`src/rtl/jtag_shift_pkg.sv`:
```
`default_nettype none
// ============================================================================
// Module   : jtag_shift_pkg
// Brief    : Opcodes, FSM encoding and pin-drive helper for jtag_shift_master.
// Revision : 1.0 - initial release
// ============================================================================
package jtag_shift_pkg;

    localparam logic [1:0] OP_RESET     = 2'd0;
    localparam logic [1:0] OP_TMS_SEQ   = 2'd1;
    localparam logic [1:0] OP_SCAN      = 2'd2;
    localparam logic [1:0] OP_SCAN_FLIP = 2'd3;

    typedef logic [2:0] state_t;

    localparam state_t c_ST_IDLE   = 3'd0;
    localparam state_t c_ST_FETCH  = 3'd1;
    localparam state_t c_ST_LOW    = 3'd2;
    localparam state_t c_ST_HIGH   = 3'd3;
    localparam state_t c_ST_PUSH   = 3'd4;
    localparam state_t c_ST_FINISH = 3'd5;

    // Returns {tms, tdi} for one bit; last_bit marks the final TCK of the command.
    function automatic logic [1:0] drive_bits(input logic [1:0] op, input logic bit_val,
                                              input logic last_bit, input logic tdi_now);
        logic [1:0] w_drv;
        case (op)
            OP_RESET:   w_drv = {~last_bit, tdi_now};
            OP_TMS_SEQ: w_drv = {bit_val, tdi_now};
            OP_SCAN:    w_drv = {1'b0, bit_val};
            default:    w_drv = {last_bit, bit_val};
        endcase
        return w_drv;
    endfunction

endpackage
`default_nettype wire

```
`src/rtl/jtag_tck_gen.sv`:
```
`default_nettype none
// ============================================================================
// Module   : jtag_tck_gen
// Brief    : Divides clk into TCK; strobes mark the clk edge where TCK toggles.
// Revision : 1.0 - initial release
// ============================================================================
module jtag_tck_gen #(
    parameter int TCK_HALF = 4
) (
    input  logic clk,
    input  logic rst_n,
    input  logic i_run,
    output logic o_rise,
    output logic o_fall,
    output logic o_tck
);

    localparam int c_CNT_W = $clog2(TCK_HALF + 1);

    logic [c_CNT_W-1:0] r_cnt;
    logic               r_tck;
    logic               w_terminal;

    assign w_terminal = (r_cnt == c_CNT_W'(TCK_HALF - 1));
    assign o_rise     = i_run & w_terminal & ~r_tck;
    assign o_fall     = i_run & w_terminal &  r_tck;
    assign o_tck      = r_tck;

    always_ff @(posedge clk or negedge rst_n) begin
        if (!rst_n) begin
            r_cnt <= '0;
            r_tck <= 1'b0;
        end else if (!i_run) begin
            r_cnt <= '0;
            r_tck <= 1'b0;
        end else if (w_terminal) begin
            r_cnt <= '0;
            r_tck <= ~r_tck;
        end else begin
            r_cnt <= r_cnt + 1'b1;
        end
    end

endmodule
`default_nettype wire

```
`src/rtl/jtag_shift_master.sv`:
```
`default_nettype none
// ============================================================================
// Module   : jtag_shift_master
// Brief    : Command-driven JTAG master streaming TDI words out and TDO words in.
// Revision : 1.0 - initial release
// ============================================================================
module jtag_shift_master
    import jtag_shift_pkg::*;
#(
    parameter int DATA_W       = 32,
    parameter int LEN_W        = 16,
    parameter int TCK_HALF     = 4,
    parameter int RESET_CYCLES = 5
) (
    input  logic              clk,
    input  logic              rst_n,
    input  logic              enable,
    input  logic              cmd_valid,
    output logic              cmd_ready,
    input  logic [1:0]        cmd_op,
    input  logic [LEN_W-1:0]  cmd_nbits,
    input  logic              wr_valid,
    output logic              wr_ready,
    input  logic [DATA_W-1:0] wr_data,
    output logic              rd_valid,
    input  logic              rd_ready,
    output logic [DATA_W-1:0] rd_data,
    output logic              busy,
    output logic              tck,
    output logic              tms,
    output logic              tdi,
    input  logic              tdo
);

    localparam int c_IDX_W = (DATA_W > 1) ? $clog2(DATA_W) : 1;

    state_t              r_state;
    logic [1:0]          r_op;
    logic [LEN_W-1:0]    r_bits_left;
    logic [c_IDX_W-1:0]  r_bit_idx;
    logic [DATA_W-1:0]   r_word;
    logic [DATA_W-1:0]   r_capture;
    logic [DATA_W-1:0]   r_rd_data;
    logic                r_cmd_ready;
    logic                r_wr_ready;
    logic                r_rd_valid;
    logic                r_busy;
    logic                r_tms;
    logic                r_tdi;

    logic                w_run;
    logic                w_rise;
    logic                w_fall;
    logic                w_last;
    logic                w_word_end;
    logic [c_IDX_W-1:0]  w_next_idx;

    assign w_run      = (r_state == c_ST_LOW) || (r_state == c_ST_HIGH);
    assign w_last     = (r_bits_left == LEN_W'(1));
    assign w_word_end = (r_op != OP_RESET) && (r_bit_idx == c_IDX_W'(DATA_W - 1));
    assign w_next_idx = r_bit_idx + 1'b1;

    assign cmd_ready = r_cmd_ready;
    assign wr_ready  = r_wr_ready;
    assign rd_valid  = r_rd_valid;
    assign rd_data   = r_rd_data;
    assign busy      = r_busy;
    assign tms       = r_tms;
    assign tdi       = r_tdi;

    jtag_tck_gen #(
        .TCK_HALF (TCK_HALF)
    ) u_tck_gen (
        .clk    (clk),
        .rst_n  (rst_n),
        .i_run  (w_run),
        .o_rise (w_rise),
        .o_fall (w_fall),
        .o_tck  (tck)
    );

    always_ff @(posedge clk or negedge rst_n) begin
        if (!rst_n) begin
            r_state     <= c_ST_IDLE;
            r_op        <= OP_RESET;
            r_bits_left <= '0;
            r_bit_idx   <= '0;
            r_word      <= '0;
            r_capture   <= '0;
            r_rd_data   <= '0;
            r_cmd_ready <= 1'b0;
            r_wr_ready  <= 1'b0;
            r_rd_valid  <= 1'b0;
            r_busy      <= 1'b0;
            r_tms       <= 1'b0;
            r_tdi       <= 1'b0;
        end else begin
            if (r_rd_valid && rd_ready) begin
                r_rd_valid <= 1'b0;
            end

            case (r_state)
                c_ST_IDLE: begin
                    r_cmd_ready <= enable;
                    if (cmd_valid && r_cmd_ready) begin
                        r_cmd_ready <= 1'b0;
                        r_busy      <= 1'b1;
                        r_op        <= cmd_op;
                        r_bit_idx   <= '0;
                        r_capture   <= '0;
                        if (cmd_op == OP_RESET) begin
                            // RESET needs no data words: go straight to clocking TMS high.
                            r_bits_left    <= LEN_W'(RESET_CYCLES + 1);
                            {r_tms, r_tdi} <= drive_bits(OP_RESET, 1'b0, 1'b0, r_tdi);
                            r_state        <= c_ST_LOW;
                        end else begin
                            r_bits_left <= cmd_nbits;
                            if (cmd_nbits == '0) begin
                                r_state <= c_ST_FINISH;
                            end else begin
                                r_wr_ready <= 1'b1;
                                r_state    <= c_ST_FETCH;
                            end
                        end
                    end
                end

                c_ST_FETCH: begin
                    if (wr_valid && r_wr_ready) begin
                        r_wr_ready     <= 1'b0;
                        r_word         <= wr_data;
                        {r_tms, r_tdi} <= drive_bits(r_op, wr_data[0], w_last, r_tdi);
                        r_state        <= c_ST_LOW;
                    end
                end

                c_ST_LOW: begin
                    if (w_rise) begin
                        if (r_op[1]) begin
                            r_capture[r_bit_idx] <= tdo;
                        end
                        r_state <= c_ST_HIGH;
                    end
                end

                c_ST_HIGH: begin
                    if (w_fall) begin
                        r_bits_left <= r_bits_left - 1'b1;
                        r_bit_idx   <= w_word_end ? '0 : w_next_idx;
                        if (r_op[1] && (w_last || w_word_end)) begin
                            r_state <= c_ST_PUSH;
                        end else if (w_last) begin
                            r_busy  <= 1'b0;
                            r_tms   <= 1'b0;
                            r_tdi   <= 1'b0;
                            r_state <= c_ST_FINISH;
                        end else if (w_word_end) begin
                            r_wr_ready <= 1'b1;
                            r_state    <= c_ST_FETCH;
                        end else begin
                            {r_tms, r_tdi} <= drive_bits(r_op, r_word[w_next_idx],
                                                         r_bits_left == LEN_W'(2), r_tdi);
                            r_state        <= c_ST_LOW;
                        end
                    end
                end

                c_ST_PUSH: begin
                    // Hold TCK low until the host has drained the previous word.
                    if (!r_rd_valid) begin
                        r_rd_data  <= r_capture;
                        r_rd_valid <= 1'b1;
                        r_capture  <= '0;
                        if (r_bits_left == '0) begin
                            r_busy  <= 1'b0;
                            r_tms   <= 1'b0;
                            r_tdi   <= 1'b0;
                            r_state <= c_ST_FINISH;
                        end else begin
                            r_wr_ready <= 1'b1;
                            r_state    <= c_ST_FETCH;
                        end
                    end
                end

                c_ST_FINISH: begin
                    r_busy  <= 1'b0;
                    r_tms   <= 1'b0;
                    r_tdi   <= 1'b0;
                    r_state <= c_ST_IDLE;
                end

                default: begin
                    r_state <= c_ST_IDLE;
                end
            endcase
        end
    end

endmodule
`default_nettype wire

```
`config.mk`:
```
export PLATFORM = sky130hd
export DESIGN_NAME = jtag_shift_master
export DESIGN_NICKNAME = d
export VERILOG_FILES = /design/src/rtl/jtag_shift_pkg.sv /design/src/rtl/jtag_tck_gen.sv /design/src/rtl/jtag_shift_master.sv
export SDC_FILE = /design/constraint.sdc
export NUM_CORES = 1
export LEC_CHECK = 0
export ABC_AREA = 1
export CAP_MARGIN = 20
export CORE_UTILIZATION = 55
export CTS_CLUSTER_SIZE = 14
export DETAILED_ROUTE_END_ITERATION = 6
export GPL_TIMING_DRIVEN = 0
export PLACE_DENSITY_LB_ADDON = 0.1
export SYNTH_ARGS = -nofsm -noshare
export SYNTH_HDL_FRONTEND = slang
export SYNTH_HIERARCHICAL = 1
export SYNTH_SLANG_ARGS = --single-unit
export TNS_END_PERCENT = 20
```
`constraint.sdc`:
```
create_clock -name clk -period 2.2 [get_ports clk]
set_input_delay 0.33 -clock clk [delete_from_list [all_inputs] [get_ports clk]]
set_output_delay 0.33 -clock clk [all_outputs]
set_load 0.005 [all_outputs]
```
==> run metrics <==
initial antenna violation count 0; Slew Viols, Final 0; Mapped Avg Cell Area 8.024 sq um; via count 6128; Via density 5.536; Total GRT Usage 28.86%; minimum clock period 2.056 ns; CP bufs+invs 0; Post-DP HPWL 12240 um; Post-DRT Antenna Nets 0; vias in the first global route 5995; Sw Ratio 40.30%; worst-case reg-to-reg path depth 12; Hold Startpoint u_tck_gen/r_cnt[0]$_DFF_PN0_; Worst setup EP type register; clk_lat worst skew 0.42 ns; critical path fanouts, max 9; Max clock buf depth 2; Hold Path Stages 1; Critical R2R Launch r_bit_idx[0]$_DFFE_PN0P_; Comb pwr share 40.3%; Synth Area in XOR/XNOR 0.9140%; Top cell by count, worst path nand2_1; Synth Area in Compound Gates 15.44%; slew margin rel. 58.81%; H-tree depth 4; RSZ-0062 raised after global routing no; sequential share of the synthesized area 49.24%; CTS tree built; Max Fclk 486.3 MHz; Area growth, synth to finish 26.84%; final net count 1018; # setup viols final 0; Worst Tran Pin Value 0.6155 ns; Post-Route WL 17270 um; CTS sink count 132; slowest stage delay, CP 0.49 ns; multi-input logic area 2840 sq um; Syn. warnings 6; Synth Net Count 903; Worst Skew 0.006835 ns; Adder-Cell Fraction of Synth Area 1.865%; WL/cell 15.60 um; largest net degree at the start of global routing 79; worst hold path class reg -> reg; power share of the sequential group 32.6%; final instance count without filler cells 1107; clk slew on worst S/H paths 0.06 ns; Arrival @ worst endpoint 2.40 ns; Sw Pwr 4.201 mW; routability cong. 0.8828; clock root buffer clkbuf_16; worst endpoint required time 2.54 ns; crit path launch type register; Synth Area in Simple Gates 21.82%; flops & latches, synth 132; drt pass-1 iters 5; Worst R2R Setup Slack 0.14 ns; Fin Setup TNS 0 ns; Period Utilization, post-route 93.47%; top cell family by delay on the critical path simple AND/OR/NAND/NOR gates; placed cells 1075; CP max-delay cell dfrtp_2; Critical R2R Capture wr_ready$_DFFE_PN0P_; fraction of layout cells with a size suffix above 1 8.921%; LEAKAGE 3.866 nW; fillers 927; num rows 39; status completed; # DRC 0; # IOs 96; synth unique cells 38; DR iter-0 viols 390; Core Area 11660 sq um; largest family of logic cells by synthesized area simple AND/OR/NAND/NOR gates; register area 3304 sq um; crit path kind reg -> reg; worst hold endpoint u_tck_gen/r_cnt[0]$_DFF_PN0_; Cell Chain, Critical Path ha_4, nand2_1, nor2_1, ha_1, o21ai_2, nand2_1, nand3_1, nor2_1, nand2_1, nor2_1, nand2_1, a21oi_1; first-pass GRT wire length 28470 um; final antenna diode count 0; Initial Utilization 57.52%; Synth Instances 836; peak supply drop 0.5929 mV; Netlist Area Pre-Place 6708 sq um; global route total overflow 0; Clock power frac 27.1%; total CTS buffers 17; Port-buffer cells 95; max cap viols 0; multiplexer share of the synthesized area 1.847%; cell-internal power 6.224 mW; Vert. Die Dim 112.4 um; Final Hold Fails 0; die area 12640 sq um; Die Wd 112.4 um; pwr dens 1225 nW/um^2
==> power groups by stage <==
stage / combinational (mW) / clock, mW / sequential (mW)
final: 4.20 / 2.83 / 3.40
after global routing: 4.66 / 2.94 / 3.46
after detailed placement: 4.06 / 0 / 3.40
after CTS: 4.13 / 2.85 / 3.38
after floorplan: 2.94 / 0 / 3.32
after global placement: 3.96 / 0 / 3.38
==> state kept, by name, summed over array words and instances, names as in the netlist <==
signal and count:
rd_valid 1, r_capture 32, wr_ready 1, r_state 3
r_word 32, u_tck_gen/o_tck 1, u_tck_gen/r_cnt 3, busy 1
tdi 1, tms 1, r_op 2, r_bit_idx 5
rd_data 32, r_bits_left 16, cmd_ready 1
==> cells in the mapped netlist, drive strengths merged <==
master	n	area (sq um)
o22ai	28	175.2
xor2	7	61.31
dfrtp	132	3303
nor3b	1	7.510
o221ai	1	8.760
a21oi	44	220.2
buf	13	92.58
ha	10	125.1
a22oi	4	30.03
o211ai	2	15.01
o31ai	14	105.1
a31oi	3	18.77
o21ai	87	439.2
nor2	71	287.8
mux2	11	123.9
a22o	1	8.760
nand3b	1	7.510
nor4	5	31.28
nand3	49	262.8
inv	115	434.2
clkbuf	18	67.56
a211oi	2	15.01
nand2	203	779.5
nor3	8	50.05
nand4	6	37.54
==> cell usage in the layout, fill, tap and decap left out, types with 6 or more instances in the layout <==
master / instances
clkbuf_1: 15
clkbuf_16: 17
nand4_1: 6
nor3_1: 6
ha_1: 9
nand3_1: 47
xor2_1: 7
buf_4: 7
inv_1: 106
inv_2: 7
dfrtp_1: 131
o21ai_0: 83
o22ai_1: 28
clkdlybuf4s50_1: 94
o31ai_1: 14
nand2_1: 198
a21oi_1: 44
mux2_2: 11
nor2_1: 67
==> logic make-up after synthesis <==
logic type	after synthesis
AND/OR/NAND/NOR	344
AO/OA/AOI/OAI	186
buffers and inverters	146
flip-flops	132
multiplexers	11
adder cells (fa/ha/maj)	10
XOR/XNOR	7
==> through the flow <==
stage | cell area (sq um) | worst slack (ns) | total power, mW | hold WS, ns | utilization (%)
floorplan | 6708 | 0.1921 | 6.252 | 0.03441 | -
global placement | 7838 | -4.250 | 7.342 | 0.4209 | 67.20
detailed placement | 7866 | -0.3453 | 7.463 | 0.3219 | 67.45
CTS | 8493 | 0.01524 | 10.37 | 0.4521 | 72.82
global route | 8508 | 0.01463 | 11.07 | 0.4709 | 72.95
finish | 8508 | 0.1437 | 10.42 | 0.4420 | 72.95
==> how the worst max path moves through the flow <==
stage / depth (start not counted) / end / startpoint
after floorplan: 13 / tms$_DFFE_PN0P_ / r_bit_idx[0]$_DFFE_PN0P_
after global placement: 1 / r_bits_left[14]$_DFFE_PN0P_ / rst_n
after detailed placement: 13 / wr_ready$_DFFE_PN0P_ / r_bit_idx[0]$_DFFE_PN0P_
after CTS: 12 / wr_ready$_DFFE_PN0P_ / r_bit_idx[0]$_DFFE_PN0P_
after global routing: 10 / tms$_DFFE_PN0P_ / r_bits_left[12]$_DFFE_PN0P_
final: 12 / wr_ready$_DFFE_PN0P_ / r_bit_idx[0]$_DFFE_PN0P_
==> routing by layer <==
layer  vias to the layer above  global-route usage (%)  routed length (um)
met5                         -                       0                   0
met2                       203                   49.48                8611
li1                       2973                       -                   -
met3                        20                   4.914                 803
met1                      2932                   37.26                7630
met4                         0                   9.867                 228
==> area by class of cell <==
cell class | count | area share (%)
repair buffers | 98 | 11.72
well taps | 143 | 2.103
clock inverters | 12 | 1.515
multi-input cells | 558 | 33.38
plain buffers | 29 | 1.809
inverters | 115 | 5.147
flip-flops and latches | 132 | 38.84
clock buffers | 20 | 5.485
==> repair_timing <==
item,in CTS,in global routing
setup buffers,1,0
gates cloned,0,0
hold buffers,1,0
endpoints found under the setup margin,14,14
endpoints found under the hold margin,54,0
gates resized for setup,6,5
(Power assumes the default switching activity.)
